<file path="src/rtl/ram_stream_pkg.sv">
// Shared types and width helpers for the RAM read streamer.
package ram_stream_pkg;

  typedef enum logic [1:0] {
    ST_IDLE   = 2'd0,
    ST_STREAM = 2'd1,
    ST_DRAIN  = 2'd2,
    ST_DONE   = 2'd3
  } state_e;

  // A depth of 1 would give a zero-width address, so floor it at one bit.
  function automatic int addr_w(input int depth);
    return (depth > 1) ? $clog2(depth) : 1;
  endfunction

  function automatic int count_w(input int depth);
    return addr_w(depth) + 1;
  endfunction

endpackage

</file>
<file path="src/rtl/wrap_counter.sv">
// Loadable modulo-depth_p up-counter; wraps from depth_p-1 back to 0.
module wrap_counter
  import ram_stream_pkg::*;
#(
  parameter int depth_p = 8
) (
  input  logic                        clk_i,
  input  logic                        reset_i,
  input  logic                        load_i,
  input  logic [addr_w(depth_p)-1:0]  load_val_i,
  input  logic                        en_i,
  output logic [addr_w(depth_p)-1:0]  count_o
);

  localparam int AW = addr_w(depth_p);
  localparam logic [AW-1:0] LastC = AW'(depth_p - 1);

  logic [AW-1:0] count_q;

  always_ff @(posedge clk_i) begin
    if (reset_i) begin
      count_q <= {AW{1'b0}};
    end else if (load_i) begin
      count_q <= load_val_i;
    end else if (en_i) begin
      count_q <= (count_q == LastC) ? {AW{1'b0}} : count_q + AW'(1);
    end else begin
      count_q <= count_q;
    end
  end

  assign count_o = count_q;

endmodule

</file>
<file path="src/rtl/ram_stream_reader.sv">
// Streams count_i words from an async-read RAM onto a registered ready/valid port.
// Optional in-order check enabled by defining RAM_STREAM_SORT_CHECK_EN.
module ram_stream_reader
  import ram_stream_pkg::*;
#(
  parameter int width_p = 8,
  parameter int depth_p = 8
) (
  input  logic                         clk_i,
  input  logic                         reset_i,
  input  logic                         start_i,
  input  logic [addr_w(depth_p)-1:0]   base_addr_i,
  input  logic [count_w(depth_p)-1:0]  count_i,
  output logic                         busy_o,
  output logic                         done_o,
  output logic [addr_w(depth_p)-1:0]   rd_addr_o,
  input  logic [width_p-1:0]           rd_data_i,
  output logic                         valid_o,
  output logic [width_p-1:0]           data_o,
  input  logic                         ready_i,
  output logic                         sorted_err_o
);

  localparam int CW = count_w(depth_p);

  state_e              state_q;
  logic [CW-1:0]       remaining_q;
  logic                valid_q;
  logic [width_p-1:0]  data_q;
  logic                busy_q;
  logic                done_q;

  logic accept_s;
  logic load_s;
  logic hs_s;

  assign accept_s = (state_q == ST_IDLE) && start_i;
  assign hs_s     = valid_q && ready_i;
  assign load_s   = (state_q == ST_STREAM) && (remaining_q != {CW{1'b0}})
                    && (!valid_q || ready_i);

  wrap_counter #(.depth_p(depth_p)) u_addr (
    .clk_i      (clk_i),
    .reset_i    (reset_i),
    .load_i     (accept_s && (count_i != {CW{1'b0}})),
    .load_val_i (base_addr_i),
    .en_i       (load_s),
    .count_o    (rd_addr_o)
  );

  // Transfer FSM with registered status and data outputs.
  always_ff @(posedge clk_i) begin
    if (reset_i) begin
      state_q     <= ST_IDLE;
      remaining_q <= {CW{1'b0}};
      valid_q     <= 1'b0;
      data_q      <= {width_p{1'b0}};
      busy_q      <= 1'b0;
      done_q      <= 1'b0;
    end else begin
      done_q <= 1'b0;
      case (state_q)
        ST_IDLE: begin
          if (start_i && (count_i != {CW{1'b0}})) begin
            remaining_q <= count_i;
            busy_q      <= 1'b1;
            state_q     <= ST_STREAM;
          end else if (start_i) begin
            done_q  <= 1'b1;
            state_q <= ST_DONE;
          end else begin
            state_q <= ST_IDLE;
          end
        end
        ST_STREAM: begin
          if (load_s) begin
            data_q      <= rd_data_i;
            valid_q     <= 1'b1;
            remaining_q <= remaining_q - CW'(1);
            if (remaining_q == CW'(1)) begin
              state_q <= ST_DRAIN;
            end else begin
              state_q <= ST_STREAM;
            end
          end else if (hs_s) begin
            valid_q <= 1'b0;
          end else begin
            valid_q <= valid_q;
          end
        end
        ST_DRAIN: begin
          if (hs_s) begin
            valid_q <= 1'b0;
            busy_q  <= 1'b0;
            done_q  <= 1'b1;
            state_q <= ST_DONE;
          end else begin
            state_q <= ST_DRAIN;
          end
        end
        ST_DONE: begin
          state_q <= ST_IDLE;
        end
        default: begin
          state_q <= ST_IDLE;
        end
      endcase
    end
  end

  assign busy_o  = busy_q;
  assign done_o  = done_q;
  assign valid_o = valid_q;
  assign data_o  = data_q;

`ifdef RAM_STREAM_SORT_CHECK_EN
  logic [width_p-1:0] prev_q;
  logic               have_prev_q;
  logic               err_q;

  // Sticky order check across accepted words of one transfer.
  always_ff @(posedge clk_i) begin
    if (reset_i) begin
      prev_q      <= {width_p{1'b0}};
      have_prev_q <= 1'b0;
      err_q       <= 1'b0;
    end else if (accept_s) begin
      have_prev_q <= 1'b0;
      err_q       <= 1'b0;
    end else if (hs_s) begin
      if (have_prev_q && (data_q < prev_q)) begin
        err_q <= 1'b1;
      end else begin
        err_q <= err_q;
      end
      prev_q      <= data_q;
      have_prev_q <= 1'b1;
    end else begin
      err_q <= err_q;
    end
  end

  assign sorted_err_o = err_q;
`else
  assign sorted_err_o = 1'b0;
`endif

endmodule
</file>
<file path="config.mk">
export PLATFORM = sky130hd
export DESIGN_NAME = ram_stream_reader
export DESIGN_NICKNAME = d
export VERILOG_FILES = /design/src/rtl/ram_stream_pkg.sv /design/src/rtl/wrap_counter.sv /design/src/rtl/ram_stream_reader.sv
export SDC_FILE = /design/constraint.sdc
export NUM_CORES = 1
export LEC_CHECK = 0
export ABC_AREA = 1
export BUFFER_PORTS_ARGS = -buffer_cell sky130_fd_sc_hd__buf_2
export CAP_MARGIN = 0
export CORE_ASPECT_RATIO = 0.6
export CORE_UTILIZATION = 50
export CTS_CLUSTER_DIAMETER = 60
export DETAILED_ROUTE_END_ITERATION = 7
export PLACE_DENSITY = 0.77
export SETUP_SLACK_MARGIN = 0.5
export SYNTH_ARGS = -nofsm -noshare
export SYNTH_HDL_FRONTEND = slang
export SYNTH_SLANG_ARGS = --single-unit
</file>
<file path="constraint.sdc">
create_clock -name clk_i -period 1.6 [get_ports clk_i]
set_clock_uncertainty 0.1 [all_clocks]
set_input_delay 0 -clock clk_i [delete_from_list [all_inputs] [get_ports clk_i]]
set_output_delay 0 -clock clk_i [all_outputs]
set_load 0.05 [all_outputs]
</file>
==> flow_summary.yaml, run 1 <==
layout:
  nets: 252
  final_cells: 253
  finalInstanceArea_um2: 1790
  seq_area_um2: 420
  n_antenna_cell: 0
  multi_input_comb_area_um2: 788
  drive_gt1_share_pct: 41.7
  nFillCells: 138
  areaGrowthSynthToFinish_pct: 52.3
floorplanning:
  die_h_um: 39.6
  fp.coreArea_um2: 2200
  rows: 13
  io_pins: 34
  die_x_um: 64.6
  initial_core_util_pct: 53.6
  die_area_um2: 2560
logic_synthesis:
  syn_area_per_cell_um2: 7.01
  synthesis.area_um2: 1180
  synth-compound-area-share_pct: 12.9
  yosysTopAreaCellShare_pct: 34.0
  synth_common_cells: "nand2_1, inv_1, dfxtp_1"
  ys.flop_type: "dfxtp_1"
  synth_cell_types: 23
  synth_top_family_by_area: "simple AND/OR/NAND/NOR gates"
  yosys.area_share.simple_pct: 31.7
  synth-seq-cells: 20
  syn_nets: 196
  synth-async-reset-ratio_pct: 0
  synthCells: 168
  synth.area.top_cells: "dfxtp_1, nand2_1, ha_1, inv_1, a21oi_1"
  synth_edf_count: 0
  synth.area.mux_share_pct: 0
  synth_adder_area_share_pct: 9.56
  seq_area_frac_synth_pct: 34.0
  synth_area_leader_cell: "dfxtp_1"
  synth-xor-area-share_pct: 0
  synth-warning-count: 0
  yosysMostFrequentCell: "nand2_1"
clock_tree:
  cts_buffers: 3
  clk_pin_slew_worst_paths_ns: 0.07
  clockRootBuffer: "clkbuf_8"
  cts_hold_buf: 10
  cts_max_path_buffers: 2
  worstSkewPairLatency_ns: 0.26
  cts_sinks: 20
  cts_max_level: 1
  cts_tree: "done"
placement:
  dp.cells: 226
  dpl.hpwl_mm: 2.08
  pre_cts_ws_ns: 0.109
  dpl-instance-area_um2: 1430
  portBuffers: 32
  gp_congestion: 0.879
sta:
  slew_viol_final: 0
  tns_ns: 0
  min_period_ns: 1.36
  setup_violations: 0
  fmax_mhz: 736
  period_share_pct: 84.9
  timing.hold.ws_ns: -0.103
  finalHoldViolCount: 5
  rsz0062_at_grt: "yes"
  layout_setup_ws_ns: 0.241
detailed_routing:
  first_iter_violations: 143
  drc: 0
  firstDrtPassIters: 5
  detail_route.vias_per_cell: 5.31
  post_drt_wl_per_cell_um: 14.3
  antenna_left: 0
  routed_wl_mm: 3.61
  dr_total_vias: 1343
global_route:
  antenna_found_initial: 0
  met1_usage_pct: 34.9
  grt_usage_pct: 27.3
  grt_max_degree: 16
  gr-usage-met2_pct: 45.8
  grt_first_pass_wirelength_mm: 4.99
  use_met3_pct: 6.40
  top_usage_layer: "met2"
  first_global_vias: 1137
  gr-total-overflow: 0
critical_path:
  end_kind: "flip-flop"
  arrival_ns: 1.40
  critPathKind: "flip-flop to flip-flop"
  startpoint_type: "flip-flop"
  worst_ep_required_time_ns: 1.64
  path_max_fanout: 3
power:
  ir_drop_v: 0.00139
  powerDensity_nw_per_um2: 2050
  p_leak_uw: 0.000844
  totalPowerFinal_uw: 3680
worst_hold_path:
  holdCritPathClass: "input port to flip-flop"
outcome:
  violations: "hold timing"
  outcome: "finished, violations left"
job:
  cap_violations: 0
==> flip-flops by register name, indices dropped and copies added, names as in the netlist <==
signal,count
valid_o,1
busy_o,1
done_o,1
u_addr.count_o,3
remaining_q,4
state_q,2
data_o,8
==> placed cells by master (no fill, tap or decap), types with 6 or more instances in the layout <==
cell type      count
nor2_1            12
nand2_1           32
dlygate4sd3_1     10
nand3_1            6
o21ai_1            6
inv_1             20
buf_2             31
buf_4              9
a21oi_1           13
ha_4               6
dfxtp_1           12
o21ai_0            8
==> routing by layer <==
layer,part of all wire (%),up-vias
met1,44,579
met2,44,99
met4,3.4,0
met3,8.7,21
li1,-,644
met5,0,-
==> layout make-up <==
cell class              count  area share, %
clock buffers               4           2.51
inverters                  28           6.56
multi-input cells         116           44.0
flip-flops and latches     20           23.4
well taps                  30           2.09
repair buffers             55           21.4
==> logic make-up after synthesis <==
family,after synthesis
AO/OA/AOI/OAI,30
adder cells (fa/ha/maj),9
flip-flops,20
other,1
buffers and inverters,32
AND/OR/NAND/NOR,76
==> critical path, cell delays in order, from the launching register on <==
cell and delay [ns]:
dfxtp_4 0.37, inv_4 0.05, buf_4 0.13, ha_2 0.20, nor2_2 0.12, o21ai_0 0.10
o21ai_1 0.10, a21oi_1 0.08
==> report_power, final <==
group	total (µW)	switching, µW	internal, µW
sequential	889	176	713
clock	339	161	177
combinational	2450	1520	933
total	3680	1850	1820
==> final timing paths <==
check	cells after the start	slack (ns)	endpoint	from
setup / recovery	7	0.24	state_q[1]	state_q[0]
hold / removal	2	-0.10	u_addr.count_o[1]	reset_i
hold reg to reg	2	0.35	data_o[3]	data_o[3]
setup reg to reg	7	0.24	state_q[1]	state_q[0]
==> stage by stage <==
stage	hold slack, ns	util (%)
final	-0.103	81.7
after global placement	0.152	65.1
after detailed placement	0.162	65.1
after floorplan	-0.0406	-
after CTS	-0.114	78.5
after global routing	-0.114	81.7
==> timing repair <==
action                                  4_1_cts  5_1_grt
pin swaps                                    10        9
hold endpoints to repair                     15        5
endpoints found under the setup margin       20       21
setup buffers                                10        3
gates resized for setup                      16       17
No activity file was read; power rests on OpenSTA's default activity.
==> run 2, diff against run 1 <==
CORE_UTILIZATION = 46   (was 50)
PLACE_DENSITY = 0.75   (was 0.77)
clock period = 1.2 ns   (was 1.6 ns; I/O delays follow)
==> flow_summary.yaml, run 2 (synthesis results as in run 1) <==
outcome:
  outcome: "finished, violations left"
  violations: "hold timing, setup timing"
detailed_routing:
  dr_total_vias: 1310
  firstDrtPassIters: 5
  first_iter_violations: 118
  post_drt_wl_per_cell_um: 15.2
  routed_wl_mm: 3.73
  detail_route.vias_per_cell: 5.33
  antenna_left: 0
  drc: 0
power:
  internal_power_uw: 2900
  switching_share_pct: 47.4
  powerDensity_nw_per_um2: 2890
  ir_drop_v: 0.00189
  p_leak_uw: 0.000865
  p_seq_share_pct: 22.7
  switchingPower_uw: 2610
  pwr-share-comb_pct: 67.8
  totalPowerFinal_uw: 5500
  clockPowerShare_pct: 9.6
floorplanning:
  rows: 13
  die_area_um2: 2770
  initial_core_util_pct: 51.3
  die_h_um: 41.2
  die_x_um: 67.3
  fp.coreArea_um2: 2290
  io_pins: 34
sta:
  min_period_ns: 1.42
  timing.hold.ws_ns: -0.107
  period_share_pct: 118
  finalHoldViolCount: 14
  setup_violations: 18
  layout_setup_ws_ns: -0.217
  slew_viol_final: 0
  fmax_mhz: 706
  rsz0062_at_grt: "yes"
global_route:
  grt_usage_pct: 23.9
  gr-total-overflow: 0
  antenna_found_initial: 0
  grt_first_pass_wirelength_mm: 4.65
  first_global_vias: 1002
  grt_max_degree: 18
clock_tree:
  cts_sinks: 20
  cts_tree: "done"
  worstSkewPairLatency_ns: 0.26
  cts_max_path_buffers: 2
  clk_pin_slew_worst_paths_ns: 0.08
  cts_buffers: 3
  clockRootBuffer: "clkbuf_8"
  cts_max_level: 1
placement:
  dpl.hpwl_mm: 2.23
  gp_congestion: 0.878
  dp.cells: 235
  portBuffers: 32
  dpl-instance-area_um2: 1530
critical_path:
  reg2reg_to: "data_o[0]"
  r2r_start: "remaining_q[0]"
  path_max_fanout: 17
  crit_slowest_cell: "dfxtp_2"
  arrival_ns: 1.47
  worst-path-buf-inv: 2
  crit_chain: "inv_4, ha_4, nand2_4, nand3_4, buf_12, o21ai_0, a21oi_1"
  r2r_cells: 7
  worst_path_dominant_cell_family: "flip-flops"
  crit_path_max_incr_delay_ns: 0.37
  worst_ep_required_time_ns: 1.25
  end_kind: "flip-flop"
  cp.depth: 7
  rrSetupSlack_ns: -0.22
  startpoint_type: "flip-flop"
  critPathKind: "flip-flop to flip-flop"
layout:
  mostFrequentLayoutCell: "nand2_1"
  seq_area_um2: 435
  final_cells: 246
  finalInstanceArea_um2: 1910
  areaGrowthSynthToFinish_pct: 61.8
  multi_input_comb_area_um2: 798
  final_util_pct: 83.1
  final_cell_mix: "nand2_1, inv_1, buf_2, nor2_1, buf_8"
  n_antenna_cell: 0
  nFillCells: 129
  nets: 245
  drive_gt1_share_pct: 50.9
  largest_reg_flops: 8
worst_hold_path:
  min_path_cells: 2
  hp-start: "reset_i"
  min_to: "busy_o"
  holdCritPathClass: "input port to flip-flop"
job:
  cap_violations: 0
[run 2: metal layers]
layer / vias to the layer above / global-route usage, % / share of wire [%]
met5: - / 0 / 0
met2: 73 / 39.8 / 47
met1: 597 / 31.8 / 44
li1: 632 / - / -
met3: 8 / 6.94 / 8.2
met4: 0 / 3.19 / 1.2
[run 2: power by group through the flow]
stage          Sequential [µW]  Combinational (µW)  Clock (µW)
6_report                  1250                3730         526
5_1_grt                   1280                4000         570
4_1_cts                   1210                3290         532
3_5_place_dp              1160                2760           0
3_3_place_gp              1140                2690           0
2_1_floorplan             1680                1510           0
[run 2: what timing repair did]
item,CTS,global route
setup buffers,4,3
endpoints found under the hold margin,15,13
pin swaps,6,10
resized for setup,57,25
setup endpoints to repair,34,34
[run 2: layout make-up]
class,count,area share [%]
multi-input cells,116,41.9
clock buffers,4,2.89
flip-flops and latches,20,22.8
inverters,28,6.43
repair buffers,48,24.0
well taps,30,1.97
[run 2: stage by stage]
stage	setup WS, ns	setup TNS, ns
2_1_floorplan	-0.0842	-0.632
3_3_place_gp	-0.108	-1.39
3_5_place_dp	-0.153	-2.17
4_1_cts	-0.120	-1.69
5_1_grt	-0.301	-3.83
6_report	-0.217	-2.53
[run 2: how the worst max path moves through the flow]
stage,startpoint,to
2_1_floorplan,state_q[1],remaining_q[2]
3_3_place_gp,remaining_q[1],data_o[4]
3_5_place_dp,remaining_q[1],data_o[1]
4_1_cts,state_q[1],remaining_q[3]
5_1_grt,remaining_q[0],state_q[1]
6_report,remaining_q[0],data_o[0]
